## src/rtl/rv32imf_obi_arb_pkg.sv

```systemverilog
// Shared types for the instruction/data OBI memory arbiter.
package rv32imf_obi_arb_pkg;

  typedef enum logic {
    SRC_INSTR = 1'b0,
    SRC_DATA  = 1'b1
  } arb_src_e;

  typedef enum logic [1:0] {
    ARB_IDLE   = 2'd0,
    ARB_HOLD_I = 2'd1,
    ARB_HOLD_D = 2'd2
  } arb_state_e;

endpackage

```

## src/rtl/rv32imf_fifo.sv

```systemverilog
// Small synchronous FIFO with optional fall-through. DEPTH must be a power of 2
// so the pointers wrap naturally.
module rv32imf_fifo #(
  parameter int DATA_WIDTH   = 1,
  parameter int DEPTH        = 2,
  parameter bit FALL_THROUGH = 1'b0
) (
  input  logic                  clk,
  input  logic                  rst_n,
  input  logic                  push_i,
  input  logic [DATA_WIDTH-1:0] data_i,
  input  logic                  pop_i,
  output logic [DATA_WIDTH-1:0] data_o,
  output logic                  empty_o
);

  localparam int PW = (DEPTH > 1) ? $clog2(DEPTH) : 1;

  logic [DATA_WIDTH-1:0] mem_q [DEPTH];
  logic [PW-1:0]         wptr_q, rptr_q;
  logic [PW:0]           cnt_q;
  logic                  full_s, ft_s, push_mem_s, pop_mem_s;

  assign empty_o    = (cnt_q == {(PW+1){1'b0}});
  assign full_s     = (cnt_q == (PW+1)'(DEPTH));
  // A fall-through push that is popped in the same cycle never touches storage.
  assign ft_s       = FALL_THROUGH && empty_o && push_i;
  assign pop_mem_s  = pop_i && !empty_o;
  assign push_mem_s = push_i && (!full_s || pop_mem_s) && !(ft_s && pop_i);
  assign data_o     = ft_s ? data_i : mem_q[rptr_q];

  // Storage, pointers and occupancy
  always_ff @(posedge clk or negedge rst_n) begin
    if (!rst_n) begin
      for (int i = 0; i < DEPTH; i++) begin
        mem_q[i] <= {DATA_WIDTH{1'b0}};
      end
      wptr_q <= {PW{1'b0}};
      rptr_q <= {PW{1'b0}};
      cnt_q  <= {(PW+1){1'b0}};
    end else begin
      if (push_mem_s) begin
        mem_q[wptr_q] <= data_i;
        wptr_q        <= wptr_q + {{(PW-1){1'b0}}, 1'b1};
      end
      if (pop_mem_s) begin
        rptr_q <= rptr_q + {{(PW-1){1'b0}}, 1'b1};
      end
      cnt_q <= cnt_q + (PW+1)'(push_mem_s) - (PW+1)'(pop_mem_s);
    end
  end

endmodule

```

## src/rtl/rv32imf_obi_mem_arbiter.sv

```systemverilog
// Shares one OBI memory port between instruction fetch and data load/store.
// Define RV32IMF_OBI_ARB_ROUND_ROBIN_EN for round-robin instead of data priority.
module rv32imf_obi_mem_arbiter
  import rv32imf_obi_arb_pkg::*;
#(
  parameter int MAX_OUTSTANDING = 2,
  parameter int ADDR_WIDTH      = 32
) (
  input  logic                  clk,
  input  logic                  rst_n,
  input  logic                  instr_req_i,
  output logic                  instr_gnt_o,
  input  logic [ADDR_WIDTH-1:0] instr_addr_i,
  output logic                  instr_rvalid_o,
  output logic [31:0]           instr_rdata_o,
  output logic                  instr_err_o,
  input  logic                  data_req_i,
  output logic                  data_gnt_o,
  input  logic [ADDR_WIDTH-1:0] data_addr_i,
  input  logic                  data_we_i,
  input  logic [3:0]            data_be_i,
  input  logic [31:0]           data_wdata_i,
  output logic                  data_rvalid_o,
  output logic [31:0]           data_rdata_o,
  output logic                  data_err_o,
  output logic                  mem_req_o,
  input  logic                  mem_gnt_i,
  output logic [ADDR_WIDTH-1:0] mem_addr_o,
  output logic                  mem_we_o,
  output logic [3:0]            mem_be_o,
  output logic [31:0]           mem_wdata_o,
  input  logic                  mem_rvalid_i,
  input  logic [31:0]           mem_rdata_i,
  input  logic                  mem_err_i,
  output logic                  busy_o
);

  localparam int CNT_W = $clog2(MAX_OUTSTANDING) + 1;

  arb_state_e        state_q, state_d;
  arb_src_e          sel_s, head_s;
  logic [CNT_W-1:0]  count_q, count_d;
  logic              full_s, sel_req_s, accept_s, pop_s, fifo_empty_s;
  logic [0:0]        push_data_s, head_bit_s;
`ifdef RV32IMF_OBI_ARB_ROUND_ROBIN_EN
  arb_src_e          rr_q, rr_d;
`endif

  // Owner selection: a held master keeps the port until its grant arrives
  always_comb begin
    sel_s = SRC_INSTR;
    case (state_q)
      ARB_HOLD_I: sel_s = SRC_INSTR;
      ARB_HOLD_D: sel_s = SRC_DATA;
      ARB_IDLE: begin
`ifdef RV32IMF_OBI_ARB_ROUND_ROBIN_EN
        if (instr_req_i && data_req_i) begin
          sel_s = rr_q;
        end else if (data_req_i) begin
          sel_s = SRC_DATA;
        end else begin
          sel_s = SRC_INSTR;
        end
`else
        if (data_req_i) begin
          sel_s = SRC_DATA;
        end else begin
          sel_s = SRC_INSTR;
        end
`endif
      end
      default: sel_s = SRC_INSTR;
    endcase
  end

  assign full_s      = (count_q == CNT_W'(MAX_OUTSTANDING));
  assign sel_req_s   = (sel_s == SRC_DATA) ? data_req_i : instr_req_i;
  assign mem_req_o   = sel_req_s && !full_s;
  assign accept_s    = mem_req_o && mem_gnt_i;
  assign instr_gnt_o = accept_s && (sel_s == SRC_INSTR);
  assign data_gnt_o  = accept_s && (sel_s == SRC_DATA);
  assign busy_o      = (count_q != {CNT_W{1'b0}}) || mem_req_o;

  // Address-phase mux; idle port drives all zeros
  always_comb begin
    mem_addr_o  = {ADDR_WIDTH{1'b0}};
    mem_we_o    = 1'b0;
    mem_be_o    = 4'b0000;
    mem_wdata_o = 32'h0000_0000;
    if (mem_req_o && (sel_s == SRC_DATA)) begin
      mem_addr_o  = data_addr_i;
      mem_we_o    = data_we_i;
      mem_be_o    = data_be_i;
      mem_wdata_o = data_wdata_i;
    end else if (mem_req_o) begin
      mem_addr_o  = instr_addr_i;
      mem_be_o    = 4'b1111;
    end else begin
      mem_addr_o  = {ADDR_WIDTH{1'b0}};
    end
  end

  // Responses with nothing outstanding are dropped rather than popped
  assign pop_s       = mem_rvalid_i && !fifo_empty_s;
  assign push_data_s = sel_s;
  assign head_s      = arb_src_e'(head_bit_s);

  assign instr_rvalid_o = pop_s && (head_s == SRC_INSTR);
  assign data_rvalid_o  = pop_s && (head_s == SRC_DATA);
  assign instr_rdata_o  = instr_rvalid_o ? mem_rdata_i : 32'h0000_0000;
  assign data_rdata_o   = data_rvalid_o ? mem_rdata_i : 32'h0000_0000;
  assign instr_err_o    = instr_rvalid_o && mem_err_i;
  assign data_err_o     = data_rvalid_o && mem_err_i;

  rv32imf_fifo #(
    .DATA_WIDTH   (1),
    .DEPTH        (MAX_OUTSTANDING),
    .FALL_THROUGH (1'b0)
  ) u_route_fifo (
    .clk     (clk),
    .rst_n   (rst_n),
    .push_i  (accept_s),
    .data_i  (push_data_s),
    .pop_i   (pop_s),
    .data_o  (head_bit_s),
    .empty_o (fifo_empty_s)
  );

  // Next-state: lock, outstanding count and round-robin pointer
  always_comb begin
    state_d = state_q;
    case (state_q)
      ARB_IDLE: begin
        if (mem_req_o && !mem_gnt_i) begin
          state_d = (sel_s == SRC_DATA) ? ARB_HOLD_D : ARB_HOLD_I;
        end else begin
          state_d = ARB_IDLE;
        end
      end
      ARB_HOLD_I, ARB_HOLD_D: begin
        if (accept_s) begin
          state_d = ARB_IDLE;
        end else begin
          state_d = state_q;
        end
      end
      default: state_d = ARB_IDLE;
    endcase
    case ({accept_s, pop_s})
      2'b10:   count_d = count_q + {{(CNT_W-1){1'b0}}, 1'b1};
      2'b01:   count_d = count_q - {{(CNT_W-1){1'b0}}, 1'b1};
      default: count_d = count_q;
    endcase
`ifdef RV32IMF_OBI_ARB_ROUND_ROBIN_EN
    if (accept_s) begin
      rr_d = (sel_s == SRC_INSTR) ? SRC_DATA : SRC_INSTR;
    end else begin
      rr_d = rr_q;
    end
`endif
  end

  // Arbiter state registers
  always_ff @(posedge clk or negedge rst_n) begin
    if (!rst_n) begin
      state_q <= ARB_IDLE;
      count_q <= {CNT_W{1'b0}};
`ifdef RV32IMF_OBI_ARB_ROUND_ROBIN_EN
      rr_q    <= SRC_INSTR;
`endif
    end else begin
      state_q <= state_d;
      count_q <= count_d;
`ifdef RV32IMF_OBI_ARB_ROUND_ROBIN_EN
      rr_q    <= rr_d;
`endif
    end
  end

endmodule
```

## config.mk

```make
export PLATFORM = sky130hd
export DESIGN_NAME = rv32imf_obi_mem_arbiter
export DESIGN_NICKNAME = d
export VERILOG_FILES = /design/src/rtl/rv32imf_obi_arb_pkg.sv /design/src/rtl/rv32imf_fifo.sv /design/src/rtl/rv32imf_obi_mem_arbiter.sv
export SDC_FILE = /design/constraint.sdc
export NUM_CORES = 1
export LEC_CHECK = 0
export BUFFER_PORTS_ARGS = -buffer_cell sky130_fd_sc_hd__buf_2
export CAP_MARGIN = 20
export CORE_AREA = 5 5 105 107
export DETAILED_ROUTE_END_ITERATION = 8
export DIE_AREA = 0 0 110 112
export MAX_ROUTING_LAYER = met4
export PLACE_DENSITY = 0.58
export RECOVER_POWER = 100
export SYNTH_ARGS = -nofsm -noshare
export SYNTH_HDL_FRONTEND = slang
export SYNTH_SLANG_ARGS = --single-unit
```

## constraint.sdc

```tcl
create_clock -name clk -period 1.7 [get_ports clk]
set_input_delay 0.085 -clock clk [delete_from_list [all_inputs] [get_ports clk]]
set_output_delay 0.085 -clock clk [all_outputs]
set_load 0.05 [all_outputs]
```

# Word level (Yosys, flattened, before mapping)
# Index checks and enable logic that the tools add are counted.
dict set report totals {
  ff_bits 10
  latchBits 0
  ramBits 0
  rom_bits 0
  out_inout_bits 141
  word_cells 74
  memories 0
}
dict set report classes {
  add_sub_neg 6
  mul 0
  n_div 0
  order_cmp 3
  eq_ne 7
  shifts 0
  mux 22
  n_bitwise 4
  n_reduce_logical 25
}
# operator n
set op_table {}
lappend op_table {{2-to-1 mux 32 bit} 5}
lappend op_table {{logical AND 1 bit} 14}
lappend op_table {{== test 2 bit, second input constant} 4}
lappend op_table {{2-to-1 mux 4 bit} 2}
lappend op_table {{case mux 2 bit (2 select lines)} 2}
lappend op_table {{2-to-1 mux 1 bit} 7}
lappend op_table {{2-to-1 mux 2 bit} 3}
lappend op_table {{== test 2 x 1 -> 1 bit, second input constant} 2}
lappend op_table {{greater-or-equal comparator 2 bit, second input constant} 2}
lappend op_table {{zero test 1 bit} 4}
lappend op_table {{zero test 2 bit} 2}
lappend op_table {{inverter 1 -> 2 bit} 2}
lappend op_table {{nonzero test 2 bit} 2}
lappend op_table {{adder 1 bit, second input constant} 2}
lappend op_table {{adder 2 x 1 -> 2 bit} 1}
lappend op_table {{adder 2 x 1 -> 2 bit, second input constant} 1}
lappend op_table {{bitwise mux 2 bit} 1}
lappend op_table {{logical OR 1 bit} 2}
lappend op_table {{less-than comparator 2 x 1 -> 1 bit, second input constant} 1}
lappend op_table {{!= test 2 bit, second input constant} 1}
lappend op_table {{inverter 1 bit} 2}
lappend op_table {{case mux 1 bit (2 select lines)} 1}
lappend op_table {{OR reduction 2 bit} 1}
lappend op_table {{subtractor 2 x 1 -> 2 bit} 1}
lappend op_table {{2 further kinds} 2}

# Depth between registers and ports, before layout
# Gate-level depths: netlist of the first run.
dict set report logic_depth {
  word_depth 8
  ltp_mapped 9
}

# By module
# Synthesis of the first run repeated with hierarchy kept, for this count alone.
dict set report hier_totals {
  cells_unflattened 219
  hier_area_um2 1691.6
}
# mod instances cells_each area_each_um2 seq_area_each_um2
set modules_own_cells {}
lappend modules_own_cells {rv32imf_obi_mem_arbiter 1 192 1376.3 100.1}
lappend modules_own_cells {rv32imf_fifo 1 27 315.3 150.1}

# Least setup slack after synthesis of the first run
# OpenSTA, ideal clock, no wires.
dict set report synth_path {
  kind {register -> output}
  startpoint {register state_q[0]}
  endpoint {output port mem_be_o[0]}
  t_arrival_ns 2.302
  t_required_ns 1.615
  path_slack_ns -0.687
  stages_incl_launch_ff 6
  n_path_buf 0
  path_cell_list {dfrtp_1 -> inv_1 -> ha_1 -> nand2b_1 -> a21oi_1 -> o21a_1}
}
dict set report synth_between {
  elab_chain_cells 6
}
# element line_no
set synth_lines {}
lappend synth_lines {{start: declaration} rv32imf_obi_mem_arbiter.sv:40} ;# arb_state_e state_q, state_d;
lappend synth_lines {{start signal: assignment} rv32imf_obi_mem_arbiter.sv:172} ;# state_q <= state_d;
lappend synth_lines {{== test 2 bit / zero test 2 bit (equally long branches)} rv32imf_obi_mem_arbiter.sv:52} ;# case (state_q)
lappend synth_lines {{case mux 1 bit (2 select lines) (*)} rv32imf_obi_mem_arbiter.sv:52}
lappend synth_lines {{2-to-1 mux 1 bit (*)} rv32imf_obi_mem_arbiter.sv:77} ;# assign sel_req_s = (sel_s == SRC_DATA) ? data_req_i : instr_req_i;
lappend synth_lines {{logical AND 1 bit (*)} rv32imf_obi_mem_arbiter.sv:78} ;# assign mem_req_o = sel_req_s && !full_s;
lappend synth_lines {{named net mem_req_o} rv32imf_obi_mem_arbiter.sv:26} ;# output logic mem_req_o,
lappend synth_lines {{2-to-1 mux 4 bit / logical AND 1 bit (equally long branches)} {rv32imf_obi_mem_arbiter.sv:95, rv32imf_obi_mem_arbiter.sv:90}}
lappend synth_lines {{2-to-1 mux 4 bit (*)} rv32imf_obi_mem_arbiter.sv:90} ;# if (mem_req_o && (sel_s == SRC_DATA)) begin
lappend synth_lines {{end: declaration} rv32imf_obi_mem_arbiter.sv:30} ;# output logic [3:0] mem_be_o,
# Mark *: on every way through the listed nets, which the timed path passes. The rest lies on a longest branch.

# Worst setup path in the final report of the first run
dict set report layout_path {
  startpoint {register state_q[1]}
  endpoint {output port mem_addr_o[25]}
}
dict set report layout_between {
  elab_chain_cells 6
}
# element line_no
set layout_lines {}
lappend layout_lines {{== test 2 bit / zero test 2 bit (equally long branches)} rv32imf_obi_mem_arbiter.sv:52}
lappend layout_lines {{case mux 1 bit (2 select lines) (*)} rv32imf_obi_mem_arbiter.sv:52}
lappend layout_lines {{2-to-1 mux 1 bit} rv32imf_obi_mem_arbiter.sv:77}
lappend layout_lines {{logical AND 1 bit} rv32imf_obi_mem_arbiter.sv:78}
lappend layout_lines {{2-to-1 mux 32 bit / logical AND 1 bit (equally long branches)} {rv32imf_obi_mem_arbiter.sv:95, rv32imf_obi_mem_arbiter.sv:90}}
lappend layout_lines {{2-to-1 mux 32 bit (*)} rv32imf_obi_mem_arbiter.sv:90}
lappend layout_lines {{end: declaration} rv32imf_obi_mem_arbiter.sv:28} ;# output logic [ADDR_WIDTH-1:0] mem_addr_o,
# Every way passes the cells marked *; elsewhere a longest branch is shown, timed or not.

==> out/results.ini, run 1 <==
[global_route]
grt_max_degree = 35
grt_util_all_layers = 0.1554
antenna_found_initial = 0
grt_pass1_vias = 2955
grt_overflow_total = 0
grt_pass1_wl_um = 15060

[final_layout]
final.fill_count = 821
nNetsFinal = 663
final_common_cell = buf_2
seqCellArea_sq_um = 250.2
n_antenna_cell = 0
final_cell_area_sq_um = 5608
layout_common_cells = buf_2, buf_8, and2_4
multi_input_area_sq_um = 1842
drive_gt1_frac = 0.9286
syn2layout_area_growth_pct = 247.4

[synth]
synth-simple-area-share = 0.4411
syn_area_sq_um = 1614
ys_async_sr_fraction = 1.000
synth.area.top_cells = and2_1, a22o_1, dfrtp_1
ys_ff_latch = 10
synth.distinct_cells = 31
synth_compound_area_frac = 0.2574
synth-edff-count = 0
synthXorXnorAreaFrac = 0.04341
synthAdderAreaFrac = 0.03101
synth_top_area_frac = 0.2597
synth_top_family_by_area = simple AND/OR/NAND/NOR gates
synth_seq_area_share = 0.1550
syn-num-nets = 355
synth.area.mux_share = 0.006202
synth_flop_cell = dfrtp_1
ys_warn_count = 0
postSynthAreaPerCell_sq_um = 7.650
synth_cells = 211
synth_top_cell_by_area = and2_1

[place]
place_congestion = 0.8340
dpl.hpwl_um = 7869
postPlaceCellArea_sq_um = 3420
place_ws_ns = -0.5686
port-buffer-count = 280

[routing]
wl_per_cell_um = 20.10
drc = 0
via_per_inst = 4.590
dr_total_vias = 3002
first_iter_violations = 179
first_pass_iters = 4
final_antenna_net_count = 0
wirelength_um = 13150

[clock_network]
htreeDepth = 1
root_buffer = clkbuf_8
cts_sinks = 10
cts_tree = yes
clk_latency_ns = 0.23
clockBufferDepth = 2
cts_buffers = 3
cts.clk_slew.worst_paths_ns = 0.05

[outcome]
violations = setup timing
status = finished, violations left

[flow_run]
maxCapViolations = 0

[setup_path]
path_class = flop to output port
crit_end = mem_addr_o[25]
worst_ep_required_time_ns = 1.62
crit_fanout = 33
ff2ff_path_depth = 8
crit_path_start_kind = flop
crit_start = state_q[1]$_DFFE_PN0P_
worstSetupEndpointType = output port
worstPathArrival_ns = 1.88
rr_endpoint = count_q[1]$_DFFE_PN0P_
r2r_setup_slack_ns = -0.18
r2r-start = state_q[1]$_DFFE_PN0P_

[floorplan]
io_pins = 281
dieWidth_um = 110
start_util = 0.1607
die_h_um = 112
rows = 37
design.core.area_sq_um = 10050
dieArea_sq_um = 12320

[timing]
setup_viol = 148
fin_crit_ns = 1.964
rsz0062_at_grt = true
final_max_slew_viol_count = 0
layout_setup_ws_ns = -0.2636
finalCritPeriodShare = 1.155
timing_worst_slew_pin_value_ns = 0.5781
max_freq_ghz = 0.5093
relSlewSlack = 0.6146
hold_viol_final = 0
fin_skew_ns = 0.002291

[power]
ir_drop_mv = 0.8527
p_leak_uw = 0.002731
p_per_area_nw_per_um2 = 1982

[min_path]
hold_path.class = input port to flop

==> Yosys cell counts, types with 2 or more instances <==
library cell	count
a21oi_1	2
a22o_1	32
a32o_1	2
and2_1	67
and3_1	33
buf_2	4
clkbuf_1	14
dfrtp_1	10
ha_1	4
inv_1	6
nand2b_1	2
nor2_1	4
o21a_1	5
o31ai_1	2
o41ai_1	2
xnor2_1	7
==> critical path: stages, from the launching register on <==
cell and delay, ns:
dfrtp_1 0.42, ha_4 0.20, buf_6 0.11, nand2b_4 0.16
a211oi_4 0.19, buf_12 0.21, a22o_2 0.19, buf_8 0.15
==> power breakdown <==
group	leakage, uW	internal, uW	switching, uW
registers	0.000122	357	108
logic	0.00258	4640	5720
clock network	0.0000288	203	87.2
==> area by class of cell <==
class | count | area share
Clock buffer | 4 | 0.009817
Inverter | 6 | 0.004016
Multi-Input combinational cell | 177 | 0.3284
Sequential cell | 10 | 0.04462
Tap cell | 136 | 0.03034
Timing Repair Buffer | 321 | 0.5828
==> cell families (layout without fill, tap and decap cells) <==
group	count (synthesis)	after routing
and+or+nand+nor	114	115
DFF	10	10
buffers and inverters	25	331
adders and majority gates	4	4
xor gates and xnor gates	8	8
AOI/OAI and AO/OA	49	49
muxes	1	1
==> stage by stage <==
stage | cells | hold WS [ns] | power [uW] | util | setup TNS (ns)
finish | 654 | 0.2723 | 11120 | 0.5582 | -23.27
floorplan | 211 | -0.2106 | 5540 | - | -0.1568
global route | 654 | 0.2964 | 11500 | 0.5582 | -31.36
CTS | 636 | 0.2601 | 8983 | 0.4379 | -17.07
global placement | 625 | -0.03988 | 7030 | 0.3404 | -16.19
detailed placement | 625 | -0.03562 | 7096 | 0.3404 | -18.80
==> repair_timing <==
action                                  4_1_cts  5_1_grt
buffers inserted                              3        7
gates resized for setup                     237      319
endpoints found under the setup margin      147      148
pin swaps                                    17       94
hold buffers                                  1        0
hold endpoints to repair                     10        0
gates cloned                                  3       11
==> state kept, by name, summed over array words and instances, names as in the netlist <==
| register | count |
|---|---|
| state_q | 2 |
| u_route_fifo.rptr_q | 1 |
| count_q | 2 |
| u_route_fifo.wptr_q | 1 |
| u_route_fifo.mem_q | 2 |
| u_route_fifo.cnt_q | 2 |
==> how the worst min path moves through the flow <==
stage	slack (ns)	to	startpoint	cells after the start
final	0.27	state_q[1]$_DFFE_PN0P_	mem_gnt_i	3
after floorplan	-0.21	count_q[0]$_DFFE_PN0P_	rst_n	0
after CTS	0.26	u_route_fifo.wptr_q$_DFFE_PN0P_	rst_n	2
after detailed placement	-0.04	u_route_fifo.cnt_q[0]$_DFF_PN0_	rst_n	1
after global placement	-0.04	u_route_fifo.cnt_q[1]$_DFF_PN0_	rst_n	1
after global routing	0.30	state_q[0]$_DFFE_PN0P_	mem_gnt_i	3
==> routing by layer <==
layer / global-route usage / part of all wire / vias up
met5: - / 0 / -
met4: 0.02328 / 0.042 / 0
met3: 0.02261 / 0.074 / 42
met2: 0.3010 / 0.55 / 147
met1: 0.1653 / 0.34 / 1439
li1: - / - / 1374
No activity file was read; power rests on OpenSTA's default activity.
==> run 2: changes to the inputs <==
--- a/config.mk
+++ b/config.mk
@@ -7,12 +7,13 @@
 export LEC_CHECK = 0
 export BUFFER_PORTS_ARGS = -buffer_cell sky130_fd_sc_hd__buf_2
 export CAP_MARGIN = 20
-export CORE_AREA = 5 5 105 107
+export CORE_AREA = 5 5 106 108
 export DETAILED_ROUTE_END_ITERATION = 8
-export DIE_AREA = 0 0 110 112
+export DIE_AREA = 0 0 111 113
 export MAX_ROUTING_LAYER = met4
 export PLACE_DENSITY = 0.58
 export RECOVER_POWER = 100
 export SYNTH_ARGS = -nofsm -noshare
 export SYNTH_HDL_FRONTEND = slang
+export SYNTH_HIERARCHICAL = 1
 export SYNTH_SLANG_ARGS = --single-unit
==> run 2 against run 1 <==
Largest power group unchanged; clock-buffer cell count shrank 1; worst setup slack gained 0.023 ns; the run still ends with setup timing left; combinational power rose by 5%; clock power down 20%; largest cell class unchanged; hold slack better by 0.064 ns; critical endpoint is now mem_addr_o[3].
==> out/results.ini, run 2 <==
[floorplan]
rows = 37
dieWidth_um = 111
start_util = 0.1669
dieArea_sq_um = 12540
design.core.area_sq_um = 10140
die_h_um = 113
io_pins = 281

[setup_path]
worst-path-buf-inv = 5
max_stage_delay_ns = 0.40
crit_path_start_kind = flop
worst_ep_required_time_ns = 1.62
crit_fanout = 10
critPathTopFamily = buffers and inverters
path_depth = 8
ff2ff_path_depth = 9
cp_slowest_cell = dfrtp_1
worstSetupEndpointType = output port
path_class = flop to output port
cp_cell_sequence = inv_2 > ha_4 > buf_6 > a211oi_4 > buf_6 > clkbuf_16 > a22o_1 > buf_6
crit_top_cell = buf_6
worstPathArrival_ns = 1.86

[place]
port-buffer-count = 280
place_ws_ns = -0.05954
place_congestion = 0.8627
dpl.hpwl_um = 7617
postPlaceCellArea_sq_um = 3430

[routing]
via_per_inst = 4.524
wirelength_um = 12090
final_antenna_net_count = 0
first_iter_violations = 107
drc = 0
wl_per_cell_um = 18.46
first_pass_iters = 4
dr_total_vias = 2963

[timing]
holdWs_ns = 0.3358
fin_crit_ns = 1.941
setup_viol = 144
finalCritPeriodShare = 1.142
layout_setup_ws_ns = -0.2406
rsz0062_at_grt = true
hold_viol_final = 0
fin_skew_ns = 0.001285
final_max_slew_viol_count = 0
max_freq_ghz = 0.5153
timing_worst_slew_pin_value_ns = 0.6032
relSlewSlack = 0.5978

[synth]
synth.area.top_cells = and2_1, a22o_1, dfrtp_1
ys_ff_latch = 10
ys_warn_count = 6
synth_common_cells = and2_1, and3_1, a22o_1
syn-num-nets = 363
synth.distinct_cells = 33
synth_flop_cell = dfrtp_1
synth_seq_area_share = 0.1479
postSynthAreaPerCell_sq_um = 7.724
synth-edff-count = 0
synth_top_area_frac = 0.2700
ys_async_sr_fraction = 1.000
synth_top_cell_by_area = and2_1
syn_area_sq_um = 1692
yosys.cell_count.top_type = and2_1
synth_cells = 219

[power]
p_per_area_nw_per_um2 = 2227
p_leak_uw = 0.002665
ir_drop_mv = 1.391

[clock_network]
cts_buffers = 3
clk_latency_ns = 0.23
cts_sinks = 10
htreeDepth = 1
cts_tree = yes
cts.clk_slew.worst_paths_ns = 0.04
clockBufferDepth = 2
root_buffer = clkbuf_8

[global_route]
grt_pass1_wl_um = 15150
grt_overflow_total = 0
antenna_found_initial = 0
grt_util_all_layers = 0.1491
grt_pass1_vias = 2973
grt_max_degree = 48

[final_layout]
final_common_cell = buf_2
final.fill_count = 884
final_cell_area_sq_um = 5216
n_antenna_cell = 0
syn2layout_area_growth_pct = 208.4
layout_common_cells = buf_2, buf_6, buf_8
drive_gt1_frac = 0.8324
nNetsFinal = 665

[min_path]
min_path_cells = 3
hold_path.class = input port to flop

[flow_run]
maxCapViolations = 0

[outcome]
status = finished, violations left
violations = setup timing

[run 2: cell count changes after synthesis, moves of 3 or more]
cell | previous run | this run
a21o_1 | 0 | 5
and2_1 | 67 | 73
nand2_1 | 0 | 4
clkbuf_1 | 14 | 10
o21ai_0 | 0 | 3
inv_1 | 6 | 2
o21a_1 | 5 | 0
[run 2: repair_timing]
| action | in CTS | in global routing |
|---|---|---|
| gates resized for setup | 219 | 236 |
| endpoints found under the hold margin | 10 | 0 |
| hold buffers | 1 | 0 |
| setup endpoints to repair | 142 | 147 |
| setup buffers | 3 | 10 |
| pin swaps | 1 | 41 |
| cloned | 3 | 10 |
[run 2: cell type report]
class                      count  area, sq um  area share
multi-input combinational    187         1712      0.3281
timing repair buffer         317         3035      0.5819
inverter                       2        7.507    0.001439
clock buffer                   3        41.29    0.007916
sequential                    10        250.2     0.04797
tap                          136        170.2     0.03262
[run 2: kinds of logic after synthesis]
family          count (synthesis)  synth area share
flops                          10            0.1479
buf+inv                        22           0.06509
fa+ha+maj                       4           0.02959
mux                             3           0.02145
xor+xnor                        6           0.03106
compound gates                 49            0.2367
simple gates                  125            0.4682
[run 2: worst paths after layout]
| kind | from | to | slack [ns] |
|---|---|---|---|
| setup / recovery | state_q[1]$_DFFE_PN0P_ | mem_addr_o[3] | -0.24 |
| hold / removal | mem_gnt_i | state_q[1]$_DFFE_PN0P_ | 0.34 |
| setup reg to reg | u_route_fifo/cnt_q[0]$_DFF_PN0_ | u_route_fifo/cnt_q[0]$_DFF_PN0_ | -0.14 |
| hold reg to reg | u_route_fifo/mem_q[1]$_DFFE_PN0P_ | u_route_fifo/mem_q[1]$_DFFE_PN0P_ | 0.52 |
| max in group asynchronous | rst_n | count_q[1]$_DFFE_PN0P_ | 0.91 |
| min in group asynchronous | rst_n | u_route_fifo/mem_q[0]$_DFFE_PN0P_ | 0.39 |
[run 2: stage by stage]
stage / cells / setup TNS (ns) / utilization / total power, uW
6_report: 655 / -18.09 / 0.5145 / 11620
5_1_grt: 655 / -29.38 / 0.5145 / 12090
4_1_cts: 638 / -16.65 / 0.4180 / 9657
3_5_place_dp: 628 / -0.1504 / 0.3383 / 8022
3_3_place_gp: 628 / -0.001158 / 0.3383 / 7947
2_1_floorplan: 219 / -0.6764 / - / 6218
[run 2: per-layer routing]
| layer | track usage | vias to the layer above | wire length (um) |
|---|---|---|---|
| met4 | 0.02463 | 0 | 170 |
| met1 | 0.1604 | 1418 | 4524 |
| met5 | - | - | 0 |
| li1 | - | 1374 | - |
| met3 | 0.04011 | 14 | 812 |
| met2 | 0.2787 | 157 | 6585 |
[run 2: worst register-to-register path, cell delays in order, from the launching register on]
cell and delay (ns):
dfrtp_1 0.37, nor2_1 0.12, and2b_2 0.23, clkbuf_1 0.17
buf_6 0.17, buf_6 0.11, mux2i_1 0.13, nand2_1 0.06
o21ai_1 0.08, ha_2 0.28
[run 2: where the power goes]
group	switching, uW	total (uW)	internal [uW]
logic	6190	10900	4730
clock network	79.1	233	154
registers	101	466	365
